`src/rtl/split_pkg.sv`:
```
// Shared constants, variable layout, FSM states and LFSR step for the split sampler.
package split_pkg;

  localparam int unsigned VAR_BITS = 654;
  localparam int unsigned WORDS    = (VAR_BITS + 63) / 64;

  localparam logic [63:0] LFSR_MASK = 64'hD800_0000_0000_0000;

  // Packed layout of var_0..var_19 inside var_bus (var_0 at the LSB end)
  localparam int unsigned VAR0_W  = 27, VAR0_OFF  = 0;
  localparam int unsigned VAR1_W  = 34, VAR1_OFF  = VAR0_OFF  + VAR0_W;
  localparam int unsigned VAR2_W  = 34, VAR2_OFF  = VAR1_OFF  + VAR1_W;
  localparam int unsigned VAR3_W  = 34, VAR3_OFF  = VAR2_OFF  + VAR2_W;
  localparam int unsigned VAR4_W  = 34, VAR4_OFF  = VAR3_OFF  + VAR3_W;
  localparam int unsigned VAR5_W  = 34, VAR5_OFF  = VAR4_OFF  + VAR4_W;
  localparam int unsigned VAR6_W  = 34, VAR6_OFF  = VAR5_OFF  + VAR5_W;
  localparam int unsigned VAR7_W  = 34, VAR7_OFF  = VAR6_OFF  + VAR6_W;
  localparam int unsigned VAR8_W  = 34, VAR8_OFF  = VAR7_OFF  + VAR7_W;
  localparam int unsigned VAR9_W  = 34, VAR9_OFF  = VAR8_OFF  + VAR8_W;
  localparam int unsigned VAR10_W = 34, VAR10_OFF = VAR9_OFF  + VAR9_W;
  localparam int unsigned VAR11_W = 34, VAR11_OFF = VAR10_OFF + VAR10_W;
  localparam int unsigned VAR12_W = 34, VAR12_OFF = VAR11_OFF + VAR11_W;
  localparam int unsigned VAR13_W = 34, VAR13_OFF = VAR12_OFF + VAR12_W;
  localparam int unsigned VAR14_W = 34, VAR14_OFF = VAR13_OFF + VAR13_W;
  localparam int unsigned VAR15_W = 34, VAR15_OFF = VAR14_OFF + VAR14_W;
  localparam int unsigned VAR16_W = 34, VAR16_OFF = VAR15_OFF + VAR15_W;
  localparam int unsigned VAR17_W = 34, VAR17_OFF = VAR16_OFF + VAR16_W;
  localparam int unsigned VAR18_W = 29, VAR18_OFF = VAR17_OFF + VAR17_W;
  localparam int unsigned VAR19_W = 20, VAR19_OFF = VAR18_OFF + VAR18_W;

  typedef enum logic [2:0] {IDLE, FILL, EVAL, CHECK, DONE} state_t;

  // One right-shifting Galois step
  function automatic logic [63:0] lfsr_step(input logic [63:0] v);
    return (v >> 1) ^ (v[0] ? LFSR_MASK : 64'h0);
  endfunction

endpackage

```
`src/rtl/split_lfsr64.sv`:
```
// Seedable 64-bit Galois LFSR; an all-zero seed is replaced by 1 so it never locks up.
module split_lfsr64
  import split_pkg::*;
(
  input  logic        clk,
  input  logic        rst,
  input  logic        load,
  input  logic [63:0] seed,
  input  logic        step,
  output logic [63:0] value
);

  // Load takes priority over step; reset state is 1
  always_ff @(posedge clk or posedge rst) begin
    if (rst) begin
      value <= 64'h1;
    end else if (load) begin
      value <= (seed == 64'h0) ? 64'h1 : seed;
    end else if (step) begin
      value <= lfsr_step(value);
    end
  end

endmodule

```
`src/rtl/split_sample_ctrl.sv`:
```
// Fills the split evaluators' variable bus from the LFSR and retries until all splits accept.
module split_sample_ctrl
  import split_pkg::*;
#(
  parameter int unsigned VAR_BITS   = split_pkg::VAR_BITS,
  parameter int unsigned NUM_SPLITS = 8,
  parameter int unsigned EVAL_LAT   = 1,
  parameter int unsigned MAX_TRIES  = 1024,
  parameter int unsigned TRY_W      = 16
) (
  input  logic                  clk,
  input  logic                  rst,
  input  logic                  start,
  input  logic [63:0]           seed,
  input  logic [NUM_SPLITS-1:0] split_ok,
  output logic [VAR_BITS-1:0]   var_bus,
  output logic                  busy,
  output logic                  done,
  output logic                  found,
  output logic [TRY_W-1:0]      attempts
);

  localparam int unsigned NWORDS = (VAR_BITS + 63) / 64;
  localparam int unsigned IDX_W  = $clog2(NWORDS);
  localparam int unsigned EC_W   = (EVAL_LAT > 1) ? $clog2(EVAL_LAT) : 1;

  state_t              state, state_next;
  logic [IDX_W-1:0]    w;
  logic [EC_W-1:0]     eval_cnt;
  logic [63:0]         lfsr_value, lfsr_next;
  logic                accept, fill_last, eval_last, all_ok, budget_out;
  logic [TRY_W-1:0]    attempts_inc;
  logic [VAR_BITS-1:0] word_mask, word_data;

  split_lfsr64 u_lfsr (
    .clk   (clk),
    .rst   (rst),
    .load  (accept),
    .seed  (seed),
    .step  (state == FILL),
    .value (lfsr_value)
  );

  assign lfsr_next  = lfsr_step(lfsr_value);
  // Shifting a 64-bit window left by 64*w clips the last word at VAR_BITS for free
  assign word_mask  = {{(VAR_BITS-64){1'b0}}, {64{1'b1}}} << {w, 6'd0};
  assign word_data  = {{(VAR_BITS-64){1'b0}}, lfsr_next} << {w, 6'd0};
  assign fill_last  = (w == IDX_W'(NWORDS - 1));
  assign eval_last  = (eval_cnt == EC_W'(EVAL_LAT - 1));
  assign all_ok     = &split_ok;
  assign attempts_inc = (attempts < TRY_W'(MAX_TRIES)) ? attempts + TRY_W'(1) : attempts;
  assign budget_out = (attempts_inc == TRY_W'(MAX_TRIES));

  // State register
  always_ff @(posedge clk or posedge rst) begin
    if (rst) state <= IDLE;
    else     state <= state_next;
  end

  // Next-state decode and status outputs
  always_comb begin
    state_next = state;
    busy       = 1'b0;
    done       = 1'b0;
    accept     = 1'b0;
    case (state)
      IDLE: begin
        if (start) begin
          accept     = 1'b1;
          state_next = FILL;
        end
      end
      FILL: begin
        busy = 1'b1;
        if (fill_last) state_next = EVAL;
      end
      EVAL: begin
        busy = 1'b1;
        if (eval_last) state_next = CHECK;
      end
      CHECK: begin
        busy = 1'b1;
        if (all_ok || budget_out) state_next = DONE;
        else                      state_next = FILL;
      end
      DONE: begin
        done       = 1'b1;
        state_next = IDLE;
      end
      default: state_next = IDLE;
    endcase
  end

  // Datapath: bus fill, counters and search result
  always_ff @(posedge clk or posedge rst) begin
    if (rst) begin
      var_bus  <= '0;
      found    <= 1'b0;
      attempts <= '0;
      w        <= '0;
      eval_cnt <= '0;
    end else begin
      case (state)
        IDLE: begin
          if (start) begin
            found    <= 1'b0;
            attempts <= '0;
            w        <= '0;
          end
        end
        FILL: begin
          var_bus <= (var_bus & ~word_mask) | word_data;
          if (fill_last) begin
            w        <= '0;
            eval_cnt <= '0;
          end else begin
            w <= w + IDX_W'(1);
          end
        end
        EVAL: eval_cnt <= eval_cnt + EC_W'(1);
        CHECK: begin
          attempts <= attempts_inc;
          w        <= '0;
          if (all_ok) found <= 1'b1;
        end
        default: ;
      endcase
    end
  end

endmodule
```
`config.mk`:
```
export PLATFORM = sky130hd
export DESIGN_NAME = split_sample_ctrl
export DESIGN_NICKNAME = d
export VERILOG_FILES = /design/src/rtl/split_pkg.sv /design/src/rtl/split_lfsr64.sv /design/src/rtl/split_sample_ctrl.sv
export SDC_FILE = /design/constraint.sdc
export NUM_CORES = 1
export LEC_CHECK = 0
export ABC_CLOCK_PERIOD_IN_PS = 36500
export CORE_MARGIN = 2
export CORE_UTILIZATION = 35
export DETAILED_ROUTE_END_ITERATION = 10
export PLACE_DENSITY = 0.68
export SYNTH_ARGS = -nofsm -noshare
export SYNTH_HDL_FRONTEND = slang
export SYNTH_SLANG_ARGS = --single-unit
```
`constraint.sdc`:
```
create_clock -name clk -period 36.5 [get_ports clk]
set_input_delay 10.95 -clock clk [delete_from_list [all_inputs] [get_ports clk]]
set_output_delay 10.95 -clock clk [all_outputs]
set_load 0.02 [all_outputs]
```
==> summary.txt, run 1 <==
DRC - 0
met3 Usage GRT - 6.30%
Cell Area, Placed - 0.0373 mm2
Crit Path Max Fanout - 165
dpl hpwl - 70,700 um
Synthesized Nets - 2,089
status - complete, no violations
via count - 20,300
Async SR Flop Fraction - 100%
vias in the first global route - 21,300
first-pass GRT wire length - 151,000 um
Setup crit start kind - input pin
remaining antenna violation count - 0
Reg clk slew, reported paths - 0.06 ns
fin crit period - 14.25 ns
Post-CTS Setup Inserts - 0
final wirelength - 104,000 um
Synth Area in Simple Gates - 3.37%
GP Congestion - 0.868
Post-Syn Instances - 2,011
hold_buf cts - 0
Num CTS Buffers - 82
Core Area - 0.0820 mm2
met2 usage - 40.1%
initial antenna violation count - 7
post-synthesis mux area share - 20.4%
largest net degree at the start of global routing - 175
GR Overflow Total - 0
period utilization - 39.0%
RSZ-0062 raised after global routing - false
post-synthesis adder-cell area fraction - 0.130%
dpl ws - 21.57 ns
met1 Usage GRT - 30.3%
Worst Hold Class - reg2reg
skew final - 0.0348 ns
final cell count without fillers - 3,822
area occupied by multi-input gates - 0.00954 mm2
leakage - 16.9 nW
area of the die - 0.0850 mm2
Seq/Total Area, Yosys - 64.2%
Rel. slew slack - 14.3%
top_reg_cell synth - dfrtp_1
Final Net Count - 2,760
Starting Density - 35.3%
placed insts - 3,668
Global Route Usage Sum - 24.1%
Max Clk Rate - 70.2 MHz
final worst-path setup slack - 22.25 ns
wire per inst - 27.3 um
commonest non-fill, non-tap cells in the layout - 747 x clkdlybuf4s50_1, 742 x dfrtp_1, 479 x mux2_2
Crit path required time - 37.11 ns
fin. max-slew vios - 0
crit end category - async pin
average size of a mapped cell - 14.4 um2
#FFs+latches synth - 743
layout cells sized above 1 - 24.3%
Clock Latency Late Sink - 0.65 ns
CTS root buf - clkbuf_16
Register Area - 0.0186 mm2
commonest non-fill, non-tap cell in the layout - clkdlybuf4s50_1
CTS tree - yes
worst hold slack - 0.482 ns
initial drt markers - 1,219
Post-Syn Area - 0.0289 mm2
I/O pins - 748
Fill cells - 7,093
Synth Warn # - 0
CTS H-Tree Depth - 3
Post-Synth XOR/XNOR Area - 0.212%
Resize count post-CTS - 0
Final Hold Vio Count - 0
gr busiest metal - met2
CP Class - in2async
final setup TNS - 0 ns
1st-pass router iterations - 5
die height - 292 um
compound-cell area share of the yosys netlist - 8.33%
clock tree buffer depth - 3
cell row count - 105
Post-synth EDFFs - 0
# Max-Cap Violations - 0
Worst EP arrival - 14.86 ns
Final setup viols - 0
utilization after layout - 49.0%
Clock Sinks - 743
total power - 4.56 mW
Final Cell Area - 0.0401 mm2
synth unique cells - 60
Layout area overhead - 38.7%
Worst-Margin Slew - 1.28 ns
vias per inst - 5.32
Max VDD drop - 73.9 uV
Pwr per Cell Area - 114 mW/mm2
die width - 292 um
port bufs - 747
main combinational cell family by area after synthesis - multiplexers
flip-flops by register name, indices dropped and copies added, names as in the netlist:
register and flops:
found 1, attempts 16, w 4, state 3
var_bus 654, u_lfsr.value 64, eval_cnt 1
critical path, cell delays in order:
cell and delay (ns):
clkdlybuf4s50_1 0.49, inv_8 0.64, buf_12 0.55, buf_4 0.78, buf_4 0.87
area by class of cell:
class	count	area share [%]
Clock buffer	122	5.91
Inverter	36	0.355
Sequential cell	743	46.3
Tap cell	1070	3.34
Multi-Input combinational cell	1045	23.8
Clock inverter	29	1.10
Timing Repair Buffer	774	19.2
Antenna cell	3	0.0187
kinds of logic (layout without fill, tap and decap cells):
family / count (synthesis) / count (layout)
mux: 528 / 528
flops: 743 / 743
buf+inv: 223 / 961
other cells: 0 / 3
compound gates: 320 / 320
simple gates: 187 / 187
xor+xnor: 7 / 7
fa+ha+maj: 3 / 3
worst paths after layout:
check / start / end / slack (ns) / depth (start not counted)
worst max-delay path: rst / var_bus[547] / 22.25 / 5
worst min-delay path: var_bus[443] / var_bus[443] / 0.48 / 2
worst max register to register: state[0] / var_bus[220] / 32.47 / 6
worst min register to register: var_bus[443] / var_bus[443] / 0.48 / 2
max in group clk: seed[15] / u_lfsr.value[59] / 22.73 / 7
min in group asynchronous: rst / var_bus[390] / 10.90 / 2
synthesized netlist by cell type, drive strengths merged, types with 4 or more instances:
cell / instances / share of area (%)
nand2b: 4 / 0.086
xnor2: 4 / 0.12
nor3: 4 / 0.086
buf: 72 / 1.3
a21oi: 18 / 0.31
o31ai: 35 / 0.93
and2: 7 / 0.15
nand3: 8 / 0.14
o21a: 31 / 0.80
mux2: 503 / 20
o21ai: 57 / 0.99
or2: 5 / 0.11
nand2: 58 / 0.75
nor4b: 4 / 0.12
a31oi: 11 / 0.24
nand3b: 5 / 0.13
inv: 36 / 0.47
nor2: 43 / 0.56
clkbuf: 115 / 1.5
nor4: 21 / 0.45
dfrtp: 742 / 64
o2bb2ai: 22 / 0.67
a22o: 132 / 4.0
nand4: 9 / 0.19
mux2i: 25 / 0.86
layer usage:
| metal | part of all wire (%) | up-vias | wire [um] |
|---|---|---|---|
| met2 | 49 | 848 | 50600 |
| met3 | 7.5 | 171 | 7790 |
| met5 | 0.063 | - | 66 |
| met4 | 3.4 | 10 | 3540 |
| met1 | 41 | 10800 | 42300 |
| li1 | - | 8556 | - |
report_power, final:
part | leakage [nW] | internal, mW | total (mW) | switching [mW]
sequential | 9.02 | 1.23 | 1.63 | 0.399
combinational | 6.53 | 1.03 | 2.08 | 1.05
clock | 1.36 | 0.499 | 0.849 | 0.350
Note: power is estimated with default switching activity, not from simulation.
==> run 2, diff against run 1 <==
Settings changed: ABC_CLOCK_PERIOD_IN_PS 36500 to 14400.
Clock period 36.5 ns to 14.4 ns, I/O delays scaled along.
==> summary.txt, run 2 (synthesis results as in run 1) <==
CTS root buf - clkbuf_16
commonest non-fill, non-tap cells in the layout - 747 x clkdlybuf4s50_1, 742 x dfrtp_1, 479 x mux2_2
Cell Area, Placed - 0.0373 mm2
clock tree buffer depth - 3
Worst Hold Class - reg2reg
area of the die - 0.0850 mm2
Final setup viols - 0
reg2reg setup slack - 10.40 ns
hold path depth - 2
# Max-Cap Violations - 0
Hold Path Sink - var_bus[443]
wire per inst - 27.4 um
internal power - 6.95 mW
Rel. slew slack - 11.0%
power share of the clock group - 18.2%
Clock Sinks - 743
fin crit period - 7.20 ns
via count - 20,500
Global Route Usage Sum - 24.1%
RSZ-0062 raised after global routing - false
die height - 292 um
Ant. Diodes - 0
GR Overflow Total - 0
met1 Usage GRT - 30.2%
Max Clk Rate - 139 MHz
Crit path required time - 14.89 ns
met3 Usage GRT - 5.97%
vias per inst - 5.36
sequential share of power - 35.8%
dpl ws - 6.65 ns
commonest non-fill, non-tap cell in the layout - clkdlybuf4s50_1
cell row count - 105
Layout area overhead - 38.4%
I/O pins - 748
Worst EP arrival - 7.69 ns
met2 usage - 40.1%
Combinational Power Share - 46.0%
hold_buf cts - 0
Reg clk slew, reported paths - 0.06 ns
CTS tree - yes
final setup TNS - 0 ns
CTS H-Tree Depth - 3
die width - 292 um
Reg2Reg Launch Point - state[0]
final wirelength - 105,000 um
skew final - 0.0319 ns
Biggest register - var_bus
first-pass GRT wire length - 152,000 um
leakage - 16.9 nW
utilization after layout - 48.9%
Starting Density - 35.3%
initial drt markers - 1,160
vias in the first global route - 21,400
Worst-Margin Slew - 1.33 ns
total power - 11.5 mW
port bufs - 747
largest registers - var_bus: 654 flops, u_lfsr.value: 64 flops, attempts: 16 flops
Switching Fraction - 39.7%
Clock Latency Late Sink - 0.63 ns
Final Net Count - 2,761
Pwr per Cell Area - 288 mW/mm2
remaining antenna violation count - 0
Max VDD drop - 142 uV
Largest register FFs - 654
layout cells sized above 1 - 24.5%
Resize count post-CTS - 0
GP Congestion - 0.870
Setup crit start kind - input pin
largest net degree at the start of global routing - 187
final worst-path setup slack - 7.20 ns
Post-CTS Setup Inserts - 0
status - complete, no violations
DRC - 0
crit end category - flop
Core Area - 0.0820 mm2
reg-to-reg critical path endpoint - var_bus[115]
1st-pass router iterations - 7
NetSw - 4.58 mW
HP Start - var_bus[443]
period utilization - 50.0%
Crit Path Max Fanout - 25
dpl hpwl - 71,400 um
Final Cell Area - 0.0400 mm2
initial antenna violation count - 2
reg2reg path depth - 5
gr busiest metal - met2
Final Hold Vio Count - 0
fin. max-slew vios - 0
CP Class - in2reg
Num CTS Buffers - 82
## run 2: changes by cell type in the layout (fill, tap and decap cells not counted)
cell | previous run | this run
diode_2 | 3 | 0
inv_6 | 2 | 3
bufinv_16 | 6 | 4
clkinv_4 | 1 | 0
clkinvlp_4 | 3 | 6
clkbuf_1 | 23 | 14
nor4_1 | 19 | 18
nor4_4 | 1 | 0
buf_12 | 2 | 3
nor4_2 | 1 | 3
clkinv_16 | 4 | 2
inv_16 | 1 | 2
clkinv_2 | 11 | 13
## run 2: through the flow
| stage | hold WS (ns) | instances |
|---|---|---|
| floorplan | 0.480 | 2011 |
| detailed placement | 0.470 | 3669 |
| global route | 0.500 | 3813 |
| global placement | 0.466 | 3669 |
| finish | 0.482 | 3813 |
| CTS | 0.483 | 3813 |
## run 2: worst max-delay path, stage by stage
cell,delay [ns]
clkdlybuf4s50_1,0.44
nor4_1,0.98
nand4_1,0.36
nor4_2,0.40
buf_4,0.39
nor2_4,0.16
buf_4,0.30
a22o_1,0.27
## run 2: worst max path at each step
stage | start | endpoint | depth (start not counted)
after floorplan | rst | attempts[0] | 1
final | seed[53] | u_lfsr.value[59] | 8
after global placement | seed[53] | u_lfsr.value[62] | 8
after global routing | seed[12] | u_lfsr.value[59] | 8
after detailed placement | seed[53] | u_lfsr.value[60] | 8
after CTS | seed[53] | u_lfsr.value[59] | 8
## run 2: power by group through the flow
stage / Combinational, mW / Clock [mW] / Sequential, mW
after floorplan: 1.85 / 0 / 4.75
after global placement: 5.23 / 0 / 4.08
after detailed placement: 5.31 / 0 / 4.15
after CTS: 5.33 / 2.15 / 4.13
after global routing: 5.54 / 2.23 / 4.26
final: 5.31 / 2.10 / 4.12
## run 2: layer usage
layer  wire [um]  up-vias  part of all wire, %
li1            -     8553                    -
met1       42000    10800                   40
met2       50400      933                   48
met3        7980      218                  7.6
met4        4200        2                  4.0
met5          12        -                0.011
## run 2: final cells by class
cell class / count / area [um2]
fillers: 7108 / 41900
flip-flops and latches: 743 / 18600
multi-input cells: 1045 / 9540
repair buffers: 775 / 7720
clock buffers: 113 / 2340
well taps: 1070 / 1340
clock inverters: 31 / 377
inverters: 36 / 139
